--- src/rtl/obf_seq.sv ---
// obf_seq: expands an accepted instruction into a LUT-driven sequence of substitution beats
`ifndef OBF_IGU_WIDTH
`define OBF_IGU_WIDTH 7
`endif
`ifndef OBF_SUB_WIDTH
`define OBF_SUB_WIDTH 4
`endif
`ifndef OBF_INSN_TYPE_N
`define OBF_INSN_TYPE_N 3'd0
`endif
module obf_seq #(
  parameter int IGU_W  = `OBF_IGU_WIDTH,
  parameter int SUB_W  = `OBF_SUB_WIDTH,
  parameter int TYPE_W = 3
) (
  input  logic                   clk,
  input  logic                   rst,
  input  logic                   flush,
  input  logic                   insn_valid,
  input  logic [31:0]            insn_in,
  input  logic [IGU_W-1:0]       igu_id,
  output logic                   insn_ready,
  output logic [IGU_W+SUB_W-1:0] lut_addr,
  input  logic [TYPE_W+16:0]     lut_out,
  output logic                   sub_valid,
  output logic [TYPE_W-1:0]      sub_type,
  output logic [15:0]            sub_fields,
  output logic                   sub_last,
  output logic [31:0]            sub_insn,
  input  logic                   sub_ready,
  output logic                   obf_err
);
  typedef enum logic {IDLE, SEQ} state_t;
  localparam logic [TYPE_W-1:0] TYPE_N = TYPE_W'(`OBF_INSN_TYPE_N);
  state_t           state, state_n;
  logic [IGU_W-1:0] igu_q;
  logic [SUB_W-1:0] sub_q;
  logic             free, accept, lut_last, wrap, load_seq;
  assign lut_addr = {igu_q, sub_q};
  always_comb begin
    free       = !sub_valid || sub_ready;
    insn_ready = (state == IDLE) && free;
    accept     = insn_valid && insn_ready;
    lut_last   = lut_out[0];
    // last index reached without a terminating entry: end the sequence rather than wrap
    wrap       = (sub_q == '1) && !lut_last;
    load_seq   = (state == SEQ) && free;
    state_n    = flush ? IDLE :
                 (accept && |igu_id) ? SEQ :
                 (load_seq && (lut_last || wrap)) ? IDLE : state;
  end
  always_ff @(posedge clk) begin
    if (!rst) begin
      state      <= IDLE;
      igu_q      <= '0;
      sub_q      <= '0;
      sub_valid  <= 1'b0;
      sub_type   <= '0;
      sub_fields <= '0;
      sub_last   <= 1'b0;
      sub_insn   <= '0;
      obf_err    <= 1'b0;
    end else begin
      state <= state_n;
      if (flush) begin
        sub_q     <= '0;
        sub_valid <= 1'b0;
      end else if (accept) begin
        sub_insn <= insn_in;
        if (|igu_id) begin
          igu_q     <= igu_id;
          sub_q     <= '0;
          sub_valid <= 1'b0;
        end else begin
          sub_valid  <= 1'b1;
          sub_type   <= TYPE_N;
          sub_fields <= '0;
          sub_last   <= 1'b1;
        end
      end else if (load_seq) begin
        sub_valid  <= 1'b1;
        sub_type   <= lut_out[TYPE_W+16:17];
        sub_fields <= lut_out[16:1];
        sub_last   <= lut_last || wrap;
        if (wrap) obf_err <= 1'b1;
        else if (!lut_last) sub_q <= sub_q + SUB_W'(1);
      end else if (sub_ready) begin
        sub_valid <= 1'b0;
      end
    end
  end
endmodule

--- config.mk ---
export PLATFORM = sky130hd
export DESIGN_NAME = obf_seq
export DESIGN_NICKNAME = d
export VERILOG_FILES = /design/src/rtl/obf_seq.sv
export SDC_FILE = /design/constraint.sdc
export NUM_CORES = 1
export LEC_CHECK = 0
export CORE_ASPECT_RATIO = 1.25
export CORE_MARGIN = 1
export CORE_UTILIZATION = 38
export CTS_CLUSTER_SIZE = 16
export DETAILED_ROUTE_END_ITERATION = 10
export PLACE_DENSITY = 0.79
export SKIP_LAST_GASP = 1
export SLEW_MARGIN = 5
export SYNTH_ARGS = -nofsm -noshare
export SYNTH_HDL_FRONTEND = slang
export SYNTH_SLANG_ARGS = --single-unit
--- constraint.sdc ---
create_clock -name clk -period 2.1 [get_ports clk]
set_input_delay 0.21 -clock clk [delete_from_list [all_inputs] [get_ports clk]]
set_output_delay 0.21 -clock clk [all_outputs]
set_load 0.01 [all_outputs]
# Word-level counts from Yosys, hierarchy flattened
# Index checks and enable logic that the tools add are counted.
[word_totals]
ff_bits = 66
inputBits = 64
output_inout_bits = 66
[classes]
n_addsub = 1
eq_ne = 5
n_mux = 20
n_bitwise = 4
n_reduce_logical = 20
[ops]
columns = ["operator", "count"]
rows = [
  ["16-bit 2-to-1 mux", 3],
  ["4-bit 2-to-1 mux", 5],
  ["1-bit 2-to-1 mux", 9],
  ["3-bit 2-to-1 mux", 3],
  ["4-bit AND reduction", 2],
  ["7-bit OR reduction", 1],
  ["1-bit logical AND", 6],
  ["3-bit AND reduction", 2],
  ["4-bit by 1-bit adder with 4-bit output, second input constant", 1],
  ["4-bit equality test, second input constant", 1],
  ["2-bit by 1-bit inequality test with 1-bit output, second input constant", 2],
  ["2-bit inequality test, second input constant", 2],
  ["1-bit inverter", 4],
  ["2-bit nonzero test", 2],
  ["3-bit nonzero test", 1],
  ["1-bit zero test", 2],
  ["1-bit logical OR", 2],
  ["2-bit AND reduction", 1],
  ["2-bit OR reduction", 1],
]

# Logic depth before layout (Yosys ltp)
# Gate-level depths: netlist of run 1.
[depth]
ltp_word = 6
mapped_depth = 6

# Least setup slack after synthesis of run 1
# Ideal clock, no wire load.
[synth_path]
path_type = "in2reg"
start = "in igu_id[6]"
end = "reg sub_fields[10]"
setup_time_ns = 0.117
arrival_ns = 1.485
required_time_ns = 1.983
path_slack_ns = 0.498
cell_stages = 5
n_path_buf = 1
cell_sequence = "or4_4 nor4_4 a211oi_4 buf_6 a22o_1"
[synth_via]
elab_chain_len = 3
[synth_rtl]
columns = ["element", "line_no", "source"]
rows = [
  ["start, declared", "21", "input logic [IGU_W-1:0] igu_id,"],
  ["7-bit OR reduction", "70", "if (|igu_id) begin"],
  ["2-bit inequality test (no source line)", "-", ""],
  ["3-bit AND reduction (no source line)", "-", ""],
  ["end signal, assigned", "83", "sub_fields <= lut_out[16:1];"],
  ["end, declared", "27", "output logic [15:0] sub_fields,"],
]
# No other way between the ends.
# A chain may end at the register's enable or synchronous reset.

# Worst setup path in the final report of run 1
[layout_path]
start = "reg sub_valid"
end = "out insn_ready"
[layout_via]
elab_chain_len = 3
[layout_rtl]
columns = ["element", "line_no", "source"]
rows = [
  ["start, declared", "25", "output logic sub_valid,"],
  ["start signal, assigned", "57", "sub_valid <= 1'b0;"],
  ["start signal, assigned", "67", "sub_valid <= 1'b0;"],
  ["start signal, assigned", "73", "sub_valid <= 1'b0;"],
  ["1-bit zero test", "41", "free = !sub_valid || sub_ready;"],
  ["1-bit logical OR", "41", ""],
  ["1-bit logical AND", "42", "insn_ready = (state == IDLE) && free;"],
  ["end, declared", "22", "output logic insn_ready,"],
]
# No other way between the ends.

==> results_dict.tcl, run 1 <==
set metrics [dict create \
    grt_pass1_wl_mm 10.2 \
    syn_area_um2 2370 \
    fp.dieArea_um2 6550 \
    synth_area_per_cell_um2 8.93 \
    drive_gt1_share_pct 7.67 \
    postCtsHoldBufs 0 \
    die_y_um 90.2 \
    status "finished clean" \
    crit_fanout 5 \
    drcViolationCount 0 \
    clk_pin_slew_ps 80 \
    synthMuxAreaShare_pct 0 \
    drt_iter0_markers 91 \
    synthCells 265 \
    finalWirelength_mm 6.45 \
    cts_max_level 3 \
    grt_start_max_net_pins 40 \
    clk_latency_ps 340 \
    cp-end-kind "output pin" \
    ys_warn_count 0 \
    synth-adder-area-share_pct 0.529 \
    worst_ir_drop_vdd_uv 430 \
    core_area_um2 5900 \
    grt_pass1_vias 2198 \
    cts_tree "done" \
    setup_violations 0 \
    clk_path_buf_depth 2 \
    synth_top_family_by_area "compound AO/OA/AOI/OAI gates" \
    hold_class "in2reg" \
    r2r_slack_ps 450 \
    slew_viol_final 0 \
    period_minus_slack_ps 1850 \
    cp.required_ps 1890 \
    placementRows 31 \
    final_area_um2 3990 \
    power_density_nw_per_um2 693 \
    rsz0062_at_grt "false" \
    synth_xor_area_share_pct 0 \
    gp_congestion 0.728 \
    fmax_mhz 541 \
    antenna_found_initial 0 \
    yosysSeqAreaShare_pct 55.8 \
    cts-root-buf "clkbuf_8" \
    synth_edf_count 0 \
    min_from "insn_in[8]" \
    reg2reg_to "sub_last$_SDFFE_PN0P_" \
    die_w_um 72.6 \
    synth-compound-area-share_pct 21.5 \
    nets 464 \
    worst_slew_pin_slew_ps 417 \
    cts-resized-gates 0 \
    hold_viol 0 \
    postRouteAntennaNets 0 \
    cp-startpoint "sub_valid$_SDFFE_PP0P_" \
    max-slew-margin-rel_pct 72.1 \
    worstSetupPathType "reg2out" \
    io_buffer_count 129 \
    dp_hpwl_mm 4.66 \
    cts-buffers-inserted 9 \
    finClkSkew_ps 7.65 \
    postSynthNetCount 330 \
    fin_setup_tns_ps 0 \
    crit_path_start_kind "flop" \
    drv_cap 0 \
    dr.pass1.iters 4 \
    grt_util_all_layers_pct 20.2 \
    synth-main-ff-cell "dfxtp_1" \
    viasPerCell 4.83 \
    async_reset_ff_share_pct 0 \
    total_leakage_power_nw 1.43 \
    ios 130 \
    post-route-period-util_pct 88.1 \
    synth.distinct_cells 32 \
    vias 2347 \
    setup.worst_path.end "insn_ready" \
    start_util_pct 40.2 \
    synth-seq-cells 66 \
    syn_to_final_growth_pct 68.4 \
    ff2ff_path_depth 6 \
    postPlaceCellArea_um2 3780 \
    post_cts_buffers 0 \
    antenna_cells 0 \
    cts.sinks 66 \
    fin_total_pwr_mw 2.76 \
    arrival_ps 1640 \
    yosys.area_share.simple_pct 18.3 \
    reg2reg_from "sub_valid$_SDFFE_PP0P_" \
    wl_per_cell_um 13.3 \
    grt-ovfl-total 0 \
]
-- cells in the mapped netlist, types with 2 or more instances --
cell	count	area share, %
a211oi_1	2	0.63
a21oi_1	41	8.7
a22o_1	19	7.0
clkbuf_1	12	1.9
dfxtp_1	66	56
inv_1	5	0.79
nand2_1	76	12
nand2b_1	4	1.1
nand3_1	2	0.42
nor2_1	5	0.79
nor2b_1	2	0.53
o21ai_0	10	2.1
o22ai_1	2	0.53
-- critical path, cell delays in order (launching register included) --
cell,delay (ps)
dfxtp_1,320
nor2b_1,130
buf_4,150
nor2_1,140
clkdlybuf4s50_1,560
-- per-stage QoR --
step / worst slack, ps / util (%) / hold WS [ps] / cells
2_1_floorplan: 498 / - / 335 / 265
3_3_place_gp: 59.5 / 64.2 / 442 / 470
3_5_place_dp: -21.9 / 64.2 / 446 / 470
4_1_cts: 230 / 67.6 / 401 / 486
5_1_grt: 193 / 67.6 / 414 / 486
6_report: 250 / 67.6 / 415 / 486
-- worst min-delay path by stage --
stage | endpoint | slack [ps] | cells after the start
finish | sub_insn[8]$_SDFFE_PN0P_ | 410 | 3
global placement | sub_insn[19]$_SDFFE_PN0P_ | 440 | 2
CTS | sub_insn[28]$_SDFFE_PN0P_ | 400 | 3
detailed placement | sub_insn[3]$_SDFFE_PN0P_ | 450 | 2
global route | sub_insn[16]$_SDFFE_PN0P_ | 410 | 3
floorplan | sub_fields[10]$_SDFFE_PN0P_ | 340 | 1
-- per-layer routing --
metal / part of all wire [%] / global-route usage (%)
met2: 50 / 33.6
met3: 7.0 / 6.61
met1: 41 / 23.1
met4: 1.6 / 8.82
met5: 0 / 0
-- registers in the layout, summed over array words and instances (netlist names) --
register / cells
sub_insn: 32
sub_fields: 16
igu_q: 7
sub_q: 4
sub_type: 3
obf_err: 1
state: 1
sub_last: 1
sub_valid: 1
-- power breakdown --
part           switching (mW)  leakage [nW]  total, mW  internal, mW
combinational           0.150         0.796      0.376         0.226
sequential             0.0232         0.537       1.32          1.30
clock                   0.487        0.0945       1.07         0.580
total                   0.660          1.43       2.76          2.10
-- kinds of logic after synthesis --
| logic type | count (synthesis) |
|---|---|
| AO/OA/AOI/OAI | 80 |
| adder cells (fa/ha/maj) | 1 |
| buffers and inverters | 21 |
| flip-flops | 66 |
| AND/OR/NAND/NOR | 97 |
-- final cells by class --
class                      count  area (um^2)
multi-input combinational    178          966
inverter                       6         22.5
sequential                    66         1320
clock inverter                 6         66.3
tap                           82          103
clock buffer                  10          138
fill                         521         1910
timing repair buffer         138         1370
-- cell usage in the layout, fill, tap and decap left out --
master and n:
clkinvlp_4 3, clkdlybuf4s50_1 129, nand2_1 76, a22o_1 19, nand3_1 2, nor3b_4 1
o21ai_0 10, nor4_4 1, clkinv_2 1, bufinv_16 1, nand3b_1 1, a211oi_4 1
or4_4 1, a31oi_1 1, nand2b_1 4, nor4bb_1 1, o21a_1 1, buf_4 8
inv_2 1, dfxtp_1 66, clkbuf_8 10, a211oi_1 2, nor4_1 1, o22ai_1 2
buf_12 1, a211o_1 1, and4_1 1, a41oi_1 1, nor2b_1 2, nor3_2 1
nor2_1 5, inv_1 5, o211ai_1 1, clkinv_4 1, ha_1 1, a21oi_1 41
Power figures use the tool's default switching activity.
==> inputs of run 2 (changes only) <==
Settings changed: GPL_TIMING_DRIVEN set to 1.
==> results of run 2 <==
The final DEF is identical to that of run 1; final timing and power are the same.
==> RTL edit, RTL diff (flow settings as in run 2) <==
Reset style: asynchronous (`rst`), changed in one clocked block.
--- a/src/rtl/obf_seq.sv
+++ b/src/rtl/obf_seq.sv
@@ -49,7 +49,7 @@
                  (accept && |igu_id) ? SEQ :
                  (load_seq && (lut_last || wrap)) ? IDLE : state;
   end
-  always_ff @(posedge clk) begin
+  always_ff @(posedge clk or negedge rst) begin
     if (!rst) begin
       state      <= IDLE;
       igu_q      <= '0;
Function: differs if rst is asserted again (counterexample within 4 cycles, from zero or initial values and one cycle with rst low); with rst held inactive, the same outputs for 4 cycles.
==> RTL edit against run 2 <==
- synthesized area is 8.3% higher
- sequential cell count unchanged
- routed wire length down 6.0%
- setup slack improved by 42 ps
- design area is 7.4% higher
- sequential share of layout area is 5.4 points higher
- critical path type unchanged
Power is not compared: it rests on default switching activity, and its combinational part moved more than twofold at a synthesized area within 25%.
==> RTL edit: results (changes against run 2) <==
stage;metric;value;unit;change
synthesis;postSynth.asyncResetShare;100.0;%;was 0%
placement;place.detailed.instances;389;;was 470
grt;grt_pass1_wl;9.763;mm;was 10.19 mm
layout;share_of_cells_above_drive_strength_1;19.44;%;was 7.673%
grt;grt_pass1_vias;2063;;was 2198
worst_setup_path;crit_fanout;3;;was 5
clocking;cts-htree-levels;3;;unchanged
sta;clock-skew-final;17.34;ps;was 7.648 ps
synthesis;synth-seq-area-share;64.42;%;was 55.81%
clocking;worst_skew_pair.late_latency;340;ps;about the same
clocking;cts_buffers;9;;unchanged
layout;filler_cell_count;535;;was 521
grt;grt_max_degree;67;;was 40
worst_setup_path;worstPathArrival;1600;ps;was 1640 ps
synthesis;synth.lib_cells_used.distinct;29;;was 32
placement;detailed_place_hpwl;4.290;mm;was 4.661 mm
sta;worst-slew-pin-transition;460.9;ps;was 416.6 ps
pwr;power_density;971.0;nW/um2;
route;wl_per_cell;14.92;um;was 13.27 um
grt;grtUsageTotal;18.75;%;was 20.18%
synthesis;synthesis.area_per_instance;14.99;um2;was 8.933 um2
synthesis;yosys_most_used_dff;sky130_fd_sc_hd__dfrtp_1;;was sky130_fd_sc_hd__dfxtp_1
placement;place_area;4040;um2;was 3784 um2
route;detailedRoute.firstIterationViolations;65;;was 91
placement;gp_congestion;0.8011;;was 0.7275
synthesis;synthesis.nets;236;;was 330
layout;final_net_count;379;;was 464
synthesis;synth.top_cells.by_count;sky130_fd_sc_hd__dfrtp_1 (66), sky130_fd_sc_hd__mux2_2 (32), sky130_fd_sc_hd__a22o_1 (19);;was sky130_fd_sc_hd__nand2_1 (76), sky130_fd_sc_hd__dfxtp_1 (66), sky130_fd_sc_hd__a21oi_1 (41)
layout;layout.core_utilization;65.65;%;was 67.64%
worst_setup_path;crit_path_max_incr_delay;490;ps;was 560 ps
synthesis;synth_top_cells_by_area;sky130_fd_sc_hd__dfrtp_1 (64%), sky130_fd_sc_hd__mux2_2 (14%), sky130_fd_sc_hd__a22o_1 (6.5%);;was sky130_fd_sc_hd__dfxtp_1 (56%), sky130_fd_sc_hd__nand2_1 (12%), sky130_fd_sc_hd__a21oi_1 (8.7%)
min_path;hold_crit_path_type;primary input to async pin;;was primary input to register
placement;placement.setup.worst_slack;-33.31;ps;was -21.85 ps
route;dr_total_vias;1997;;was 2347
pwr;internal_power;3068;uW;
run_status;run_status;complete, no violations;;unchanged
layout;fin_cells;406;;was 486
[RTL edit: changes by cell type after synthesis, sizes merged, moves of 3 or more]
cell    before  now
o21ai       10    2
nand2       76    4
clkbuf      12    2
dfrtp        0   66
nor2         5    1
buf          3    6
a211oi       3    0
inv          6    1
a21oi       41    5
mux2         0   39
dfxtp       66    0
[RTL edit: timing repair]
item | CTS | global route
hold buffers | 1 | 0
endpoints found under the hold margin | 66 | 0
resized for setup | 0 | 0
[RTL edit: final timing paths]
| check | start | to | slack, ps | cells after the start |
|---|---|---|---|---|
| max in group asynchronous | rst | sub_insn[17] | 1380 | 3 |
| min in group clk | lut_out[0] | obf_err | 470 | 2 |
| setup / recovery | sub_valid | insn_ready | 290 | 3 |
| hold reg to reg | obf_err | obf_err | 490 | 1 |
| hold / removal | rst | igu_q[5] | 420 | 3 |
| setup reg to reg | sub_q[0] | sub_q[3] | 300 | 5 |
[RTL edit: area by class of cell]
class,count,area share [%]
Clock buffer,10,3.214
Clock inverter,6,2.220
Inverter,1,0.08764
Multi-Input combinational cell,96,20.48
Sequential cell,66,38.56
Tap cell,87,2.542
Timing Repair Buffer,140,32.90
[RTL edit: kinds of logic (layout without fill, tap and decap cells)]
kind of cell	Yosys count	after routing	share of synthesized area (%)
flip-flops	66	66	64.42
AO/OA/AOI/OAI	35	35	10.54
adder cells (fa/ha/maj)	1	1	0.4880
multiplexers	39	39	17.13
AND/OR/NAND/NOR	21	21	5.710
buffers and inverters	9	157	1.708
[RTL edit: layer usage]
| layer | share of wire (%) | GRT usage, % | wire length (um) |
|---|---|---|---|
| met2 | 51 | 29.84 | 3085 |
| met4 | 1.9 | 10.34 | 114 |
| met3 | 6.7 | 6.330 | 403 |
| met5 | 0 | 0 | 0 |
| met1 | 40 | 21.80 | 2453 |
